**src/rtl/surfturf_cmd_queue.sv**
```systemverilog
// surfturf_cmd_queue: NCHAN independent first-word-fall-through command FIFOs.
// Commands are pushed by Wishbone writes and drained through per-channel
// AXI4-Stream master ports. Everything runs on wb_clk_i. The reset is asserted
// asynchronously and released synchronously through a two-flop synchroniser.
module surfturf_cmd_queue #(
    parameter int NCHAN      = 2,
    parameter int WIDTH      = 16,
    parameter int DEPTH_LOG2 = 4
) (
    input  logic                   wb_clk_i,
    input  logic                   wb_rst_n_i,
    input  logic                   wb_cyc_i,
    input  logic                   wb_stb_i,
    input  logic                   wb_we_i,
    input  logic [5:0]             wb_adr_i,
    input  logic [31:0]            wb_dat_i,
    input  logic [3:0]             wb_sel_i,
    output logic                   wb_ack_o,
    output logic                   wb_err_o,
    output logic                   wb_rty_o,
    output logic [31:0]            wb_dat_o,
    output logic [NCHAN*WIDTH-1:0] cmd_tdata,
    output logic [NCHAN-1:0]       cmd_tvalid,
    input  logic [NCHAN-1:0]       cmd_tready
);

    localparam int DEPTH  = 1 << DEPTH_LOG2;
    localparam int CW     = DEPTH_LOG2 + 1;
    localparam int NBYTES = (WIDTH + 7) / 8;
    // Byte lanes that must all be selected for a data push to be accepted
    localparam logic [3:0]    SEL_NEED = 4'((32'd1 << NBYTES) - 32'd1);
    localparam logic [CW-1:0] DEPTH_C  = CW'(DEPTH);

    logic [1:0]             rst_sync_q;
    logic                   rst_n_s;
    logic                   ack_q, ack_d;
    logic [31:0]            dat_q, dat_d;
    logic [NCHAN-1:0]       ovf_q, ovf_d;
    logic [CW-1:0]          count_q  [NCHAN];
    logic [CW-1:0]          count_d  [NCHAN];
    logic [DEPTH_LOG2-1:0]  wr_ptr_q [NCHAN];
    logic [DEPTH_LOG2-1:0]  wr_ptr_d [NCHAN];
    logic [DEPTH_LOG2-1:0]  rd_ptr_q [NCHAN];
    logic [DEPTH_LOG2-1:0]  rd_ptr_d [NCHAN];
    logic [WIDTH-1:0]       mem_q    [NCHAN][DEPTH];
    logic [NCHAN-1:0]       push_s, pop_s, flush_s, clr_s, we_s, ovf_set_s;
    logic [NCHAN-1:0]       empty_s, full_s;
    logic                   wr_acc_s, ctrl_wr_s;
    logic                   unused_s;

    assign unused_s = ^{wb_adr_i[1:0], wb_dat_i};
    assign rst_n_s  = rst_sync_q[1];

    // Reset synchroniser: asserts immediately, releases on a clock edge
    always_ff @(posedge wb_clk_i or negedge wb_rst_n_i) begin
        if (!wb_rst_n_i) begin
            rst_sync_q <= 2'b00;
        end else begin
            rst_sync_q <= {rst_sync_q[0], 1'b1};
        end
    end

    // Access decode: write side effects only on the ack cycle of a write
    always_comb begin
        wr_acc_s  = wb_cyc_i & wb_stb_i & wb_we_i & ack_q;
        ctrl_wr_s = wr_acc_s & (wb_adr_i[5:2] == 4'h0);
        push_s    = '0;
        flush_s   = '0;
        clr_s     = '0;
        empty_s   = '0;
        full_s    = '0;
        pop_s     = '0;
        for (int n = 0; n < NCHAN; n++) begin
            push_s[n]  = wr_acc_s & wb_adr_i[5] & (wb_adr_i[4:2] == 3'(n))
                         & ((wb_sel_i & SEL_NEED) == SEL_NEED);
            flush_s[n] = ctrl_wr_s & wb_sel_i[0] & wb_dat_i[n];
            clr_s[n]   = ctrl_wr_s & wb_sel_i[2] & wb_dat_i[16+n];
            empty_s[n] = (count_q[n] == {CW{1'b0}});
            full_s[n]  = (count_q[n] == DEPTH_C);
            pop_s[n]   = ~empty_s[n] & cmd_tready[n];
        end
    end

    // FIFO next state; fullness is judged before the same-cycle pop, flush wins
    always_comb begin
        we_s      = '0;
        ovf_set_s = '0;
        for (int n = 0; n < NCHAN; n++) begin
            count_d[n]  = count_q[n];
            wr_ptr_d[n] = wr_ptr_q[n];
            rd_ptr_d[n] = rd_ptr_q[n];
            if (flush_s[n]) begin
                count_d[n]  = {CW{1'b0}};
                wr_ptr_d[n] = {DEPTH_LOG2{1'b0}};
                rd_ptr_d[n] = {DEPTH_LOG2{1'b0}};
            end else begin
                we_s[n]      = push_s[n] & ~full_s[n];
                ovf_set_s[n] = push_s[n] & full_s[n];
                wr_ptr_d[n]  = wr_ptr_q[n] + DEPTH_LOG2'(we_s[n]);
                rd_ptr_d[n]  = rd_ptr_q[n] + DEPTH_LOG2'(pop_s[n]);
                count_d[n]   = count_q[n] + CW'(we_s[n]) - CW'(pop_s[n]);
            end
        end
        // A new overflow in the same cycle as its clear keeps the flag set
        ovf_d = (ovf_q & ~clr_s) | ovf_set_s;
    end

    // Wishbone ack and registered read data
    always_comb begin
        ack_d = wb_cyc_i & wb_stb_i;
        dat_d = 32'h0000_0000;
        if (wb_cyc_i & wb_stb_i & ~wb_we_i) begin
            case (wb_adr_i[5:2])
                4'h0: dat_d[16 +: NCHAN] = ovf_q;
                4'h1: begin
                    dat_d[0 +: NCHAN]  = empty_s;
                    dat_d[16 +: NCHAN] = full_s;
                end
                default: begin
                    for (int n = 0; n < NCHAN; n++) begin
                        dat_d[CW-1:0] = dat_d[CW-1:0] |
                            ((wb_adr_i[5] && (wb_adr_i[4:2] == 3'(n))) ? count_q[n] : {CW{1'b0}});
                    end
                end
            endcase
        end else begin
            dat_d = 32'h0000_0000;
        end
    end

    // State registers
    always_ff @(posedge wb_clk_i or negedge rst_n_s) begin
        if (!rst_n_s) begin
            ack_q <= 1'b0;
            dat_q <= 32'h0000_0000;
            ovf_q <= '0;
            for (int n = 0; n < NCHAN; n++) begin
                count_q[n]  <= {CW{1'b0}};
                wr_ptr_q[n] <= {DEPTH_LOG2{1'b0}};
                rd_ptr_q[n] <= {DEPTH_LOG2{1'b0}};
            end
        end else begin
            ack_q <= ack_d;
            dat_q <= dat_d;
            ovf_q <= ovf_d;
            for (int n = 0; n < NCHAN; n++) begin
                count_q[n]  <= count_d[n];
                wr_ptr_q[n] <= wr_ptr_d[n];
                rd_ptr_q[n] <= rd_ptr_d[n];
            end
        end
    end

    // Command storage, written only on accepted pushes
    always_ff @(posedge wb_clk_i) begin
        for (int n = 0; n < NCHAN; n++) begin
            if (we_s[n]) begin
                mem_q[n][wr_ptr_q[n]] <= wb_dat_i[WIDTH-1:0];
            end
        end
    end

    // Stream outputs: head entry while non-empty, zero otherwise
    always_comb begin
        cmd_tdata  = '0;
        cmd_tvalid = ~empty_s;
        for (int n = 0; n < NCHAN; n++) begin
            cmd_tdata[n*WIDTH +: WIDTH] = empty_s[n] ? {WIDTH{1'b0}} : mem_q[n][rd_ptr_q[n]];
        end
    end

    assign wb_ack_o = ack_q & wb_cyc_i;
    assign wb_err_o = 1'b0;
    assign wb_rty_o = 1'b0;
    assign wb_dat_o = dat_q;

endmodule

```
**config.mk**
```make
export PLATFORM = sky130hd
export DESIGN_NAME = surfturf_cmd_queue
export DESIGN_NICKNAME = d
export VERILOG_FILES = /design/src/rtl/surfturf_cmd_queue.sv
export SDC_FILE = /design/constraint.sdc
export NUM_CORES = 1
export LEC_CHECK = 0
export ABC_AREA = 0
export CAP_MARGIN = 20
export CORE_UTILIZATION = 25
export CTS_BUF_LIST = sky130_fd_sc_hd__clkbuf_4 sky130_fd_sc_hd__clkbuf_8
export CTS_CLUSTER_SIZE = 25
export DETAILED_ROUTE_END_ITERATION = 6
export HOLD_SLACK_MARGIN = 0.02
export PLACE_DENSITY = 0.41
export REMOVE_ABC_BUFFERS = 1
export SLEW_MARGIN = 0
export SYNTH_ARGS = -nofsm -noshare
export SYNTH_HDL_FRONTEND = slang
export SYNTH_SLANG_ARGS = --single-unit
```
**constraint.sdc**
```tcl
create_clock -name wb_clk_i -period 2.81 [get_ports wb_clk_i]
set_clock_uncertainty 0.15 [all_clocks]
set_input_delay 0.281 -clock wb_clk_i [delete_from_list [all_inputs] [get_ports wb_clk_i]]
set_output_delay 0.281 -clock wb_clk_i [all_outputs]
set_load 0.005 [all_outputs]
```
==> flow_metrics.tcl <==
set metrics [dict create \
    status "finished, violations left" \
    failed_checks "setup timing" \
    grt_pass1_wl_um 81900 \
    cp.required_ns 2.38 \
    syn_area_per_cell_um2 20.7 \
    cap_violations 0 \
    track_usage 0.127 \
    whs_ns 0.133 \
    cts_root_buf "clkbuf_8" \
    switching_share 0.302 \
    synthesis.area_mm2 0.0219 \
    die-area_mm2 0.0886 \
    final.setup.tns_ns -11.48 \
    setup_viol 34 \
    clkPwrFrac 0.284 \
    tritoncts "done" \
    power_density_mw_per_mm2 901 \
    grt_pass1_vias 12000 \
    cts.sinks 550 \
    intPower_uw 17400 \
    nets 1431 \
    dpl_worst_slack_ns -0.617 \
    worstMarginPinSlew_ns 0.540 \
    drv_slew 0 \
    wl_um 55600 \
    drive_above_1_share 0.418 \
    finalHoldViolCount 0 \
    dp_hpwl_um 33300 \
    numCtsBuffers 94 \
    gp_congestion 0.744 \
    total_leakage_power_uw 0.00932 \
    arrival_ns 2.81 \
    via_per_inst 4.23 \
    irDropWorstVdd_uv 388 \
    rsz0062_at_grt "true" \
    worstSetupPathType "reg2out" \
    fin_util 0.319 \
    relSlewSlack 0.640 \
    synth-edff-count 512 \
    io_buffers 73 \
    crit_path_start "count_q[8]" \
    clock_path_buffers 3 \
    ant_nets 0 \
    rows 108 \
    core_area_mm2 0.0868 \
    cp_slowest_cell "or4b_4" \
    max_stage_delay_ns 0.45 \
    start_util 0.252 \
    r2r_start "count_q[8]" \
    p_sw_uw 7520 \
    async_flop_share 0.0691 \
    pwr-share-seq 0.375 \
    cp-end-kind "output port" \
    drc 0 \
    period_share 1.15 \
    synthToLayoutAreaGrowth_pct 26.6 \
    fin_ws_ns -0.435 \
    io_pins 118 \
    firstDrtPassIters 5 \
    antenna_found_initial 2 \
    cp_cell_sequence "inv_2 -> ha_4 -> or4b_4 -> buf_6 -> and3b_2 -> buf_12 -> buf_6 -> a22oi_2 -> o21ai_2 -> buf_2" \
    ys_ff_latch 550 \
    via_count 11000 \
    clk_latency_ns 0.66 \
    yosysWarnings 0 \
    hold_class "reg2async" \
    post_drt_wl_per_cell_um 21.5 \
    grt_overflow 0 \
    synth_seq_area_share 0.747 \
    syn_inst 1057 \
    timing.fmax_mhz 308 \
    critical_path.startpoint_type "flip-flop" \
    chipWidth_um 298 \
    htree_levels 3 \
    path_common_cell "buf_6" \
    dieHeight_um 298 \
    fillers 8406 \
    drtIter0Drc 524 \
    path_max_fanout 6 \
    grt_max_degree 42 \
    post-route-min-period_ns 3.25 \
    ys_dominant_reg_cell "edfxtp_1" \
    pwr-share-comb 0.340 \
    synth_cell_types 47 \
    path_clk_slew_ns 0.06 \
]
worst max-delay path: cells and delay by family, from the launching register on:
kind                     cells  cell delay, ns
buffers and inverters        5            0.66
adder cells (fa/ha/maj)      1            0.13
AO/OA/AOI/OAI                2            0.28
AND/OR/NAND/NOR              2            0.68
flip-flops                   1            0.40
power by group through the flow:
stage | Sequential [uW] | Clock [uW] | Combinational (uW)
final | 9360 | 7090 | 8490
after global routing | 9390 | 7690 | 9150
after CTS | 9370 | 7360 | 8610
after detailed placement | 9550 | 0 | 8280
after global placement | 9550 | 0 | 8280
after floorplan | 10100 | 0 | 3660
routing by layer:
metal / share of wire / track usage / vias up
li1: - / - / 4881
met3: 0.033 / 0.0217 / 75
met4: 0.018 / 0.0371 / 0
met2: 0.49 / 0.207 / 210
met1: 0.46 / 0.172 / 5794
met5: 0 / 0 / -
layout make-up:
type	instances	area (um^2)	area share
inverters	23	88.8	0.00321
well taps	1155	1450	0.0522
diodes	2	5.00	0.000181
clock buffers	127	1560	0.0564
flip-flops and latches	550	16300	0.590
clock inverters	41	279	0.0101
repair buffers	256	2590	0.0936
multi-input cells	435	5380	0.194
flip-flops by register name (all words and copies together) (netlist names):
register	flops
count_q	10
ack_q	1
wb_dat_o	7
wr_ptr_q	8
ovf_q	2
rst_sync_q	2
rd_ptr_q	8
mem_q	512
worst paths after layout:
| kind | end | slack (ns) | cells past startpoint |
|---|---|---|---|
| max in group asynchronous | count_q[4] | 1.76 | 1 |
| setup / recovery | cmd_tdata[0] | -0.44 | 10 |
| hold reg to reg | rd_ptr_q[0] | 0.13 | 1 |
| setup reg to reg | count_q[9] | -0.21 | 12 |
| hold / removal | rd_ptr_q[0] | 0.13 | 1 |
| min in group wb_clk_i | ovf_q[0] | 0.14 | 4 |
layout by cell type, fill, tap and decap left out, drive strengths merged, types with 3 or more instances in the layout:
cell type      Yosys  routed
nand3              9       9
o21ai             39      39
ha                20      20
nor2              47      47
a22oi             32      32
conb               2      28
nor2b             14      14
inv               23      26
bufinv             0       3
xor2               6       6
clkbuf            16     129
nand4              3       3
mux2i             35      35
and2               4       4
xnor2              7       7
mux4             128     128
a21oi              9       9
nor3              11      11
nand4b             5       5
dfrtp             38      38
nand2b             5       5
nand2              9       9
and3               4       4
edfxtp           512     512
clkdlybuf4s50      0      39
dlygate4sd3        0       4
clkinv             0      35
buf               59     211
metrics by stage:
stage                     power [uW]  cells  instance area (um^2)
final                          24900   2589                 27700
after global routing           26200   2588                 27700
after floorplan                13800   1008                 21500
after detailed placement       17800   2394                 25500
after CTS                      25300   2583                 27600
after global placement         17800   2394                 25500
synthesized netlist by cell type, types with 2 or more instances:
cell,n,share of area
o21ai_1,22,0.0050
nor2_1,47,0.0081
inv_1,23,0.0039
a21oi_1,9,0.0021
conb_1,2,0.00034
buf_2,20,0.0046
and3b_1,2,0.00080
mux2i_1,35,0.016
and3_1,2,0.00057
nand4b_1,5,0.0020
xor2_1,6,0.0024
nand2_1,9,0.0015
or4b_4,2,0.0013
xnor2_1,7,0.0028
and3_4,2,0.0010
buf_1,4,0.00069
edfxtp_1,512,0.70
ha_1,20,0.011
a21o_1,2,0.00069
nor2b_1,14,0.0040
nor3_1,11,0.0025
a22oi_2,21,0.012
clkbuf_1,16,0.0027
a22oi_1,11,0.0038
mux2_2,2,0.0010
nand2b_1,5,0.0014
nand3_1,9,0.0021
dfrtp_1,38,0.044
o21ai_0,17,0.0039
fa_1,2,0.0018
nand4_1,3,0.00086
mux4_2,128,0.13
buf_6,7,0.0036
buf_4,27,0.0093
and2_1,3,0.00086
what timing repair did:
action                     CTS  global route
setup endpoints to repair   39            40
pin swaps                   37            11
hold buffers                 4             0
hold endpoints to repair     7             0
setup buffers               17             5
resized for setup          206            12
gates cloned                 2             0
cell families after synthesis:
group,count (synthesis),synth area share
compound gates,83,0.0278
simple gates,124,0.0318
xor+xnor,13,0.00521
buf+inv,98,0.0258
fa+ha+maj,22,0.0133
flops,550,0.747
other cells,2,0.000344
mux,165,0.149
Note: power is estimated with default switching activity, not from simulation.
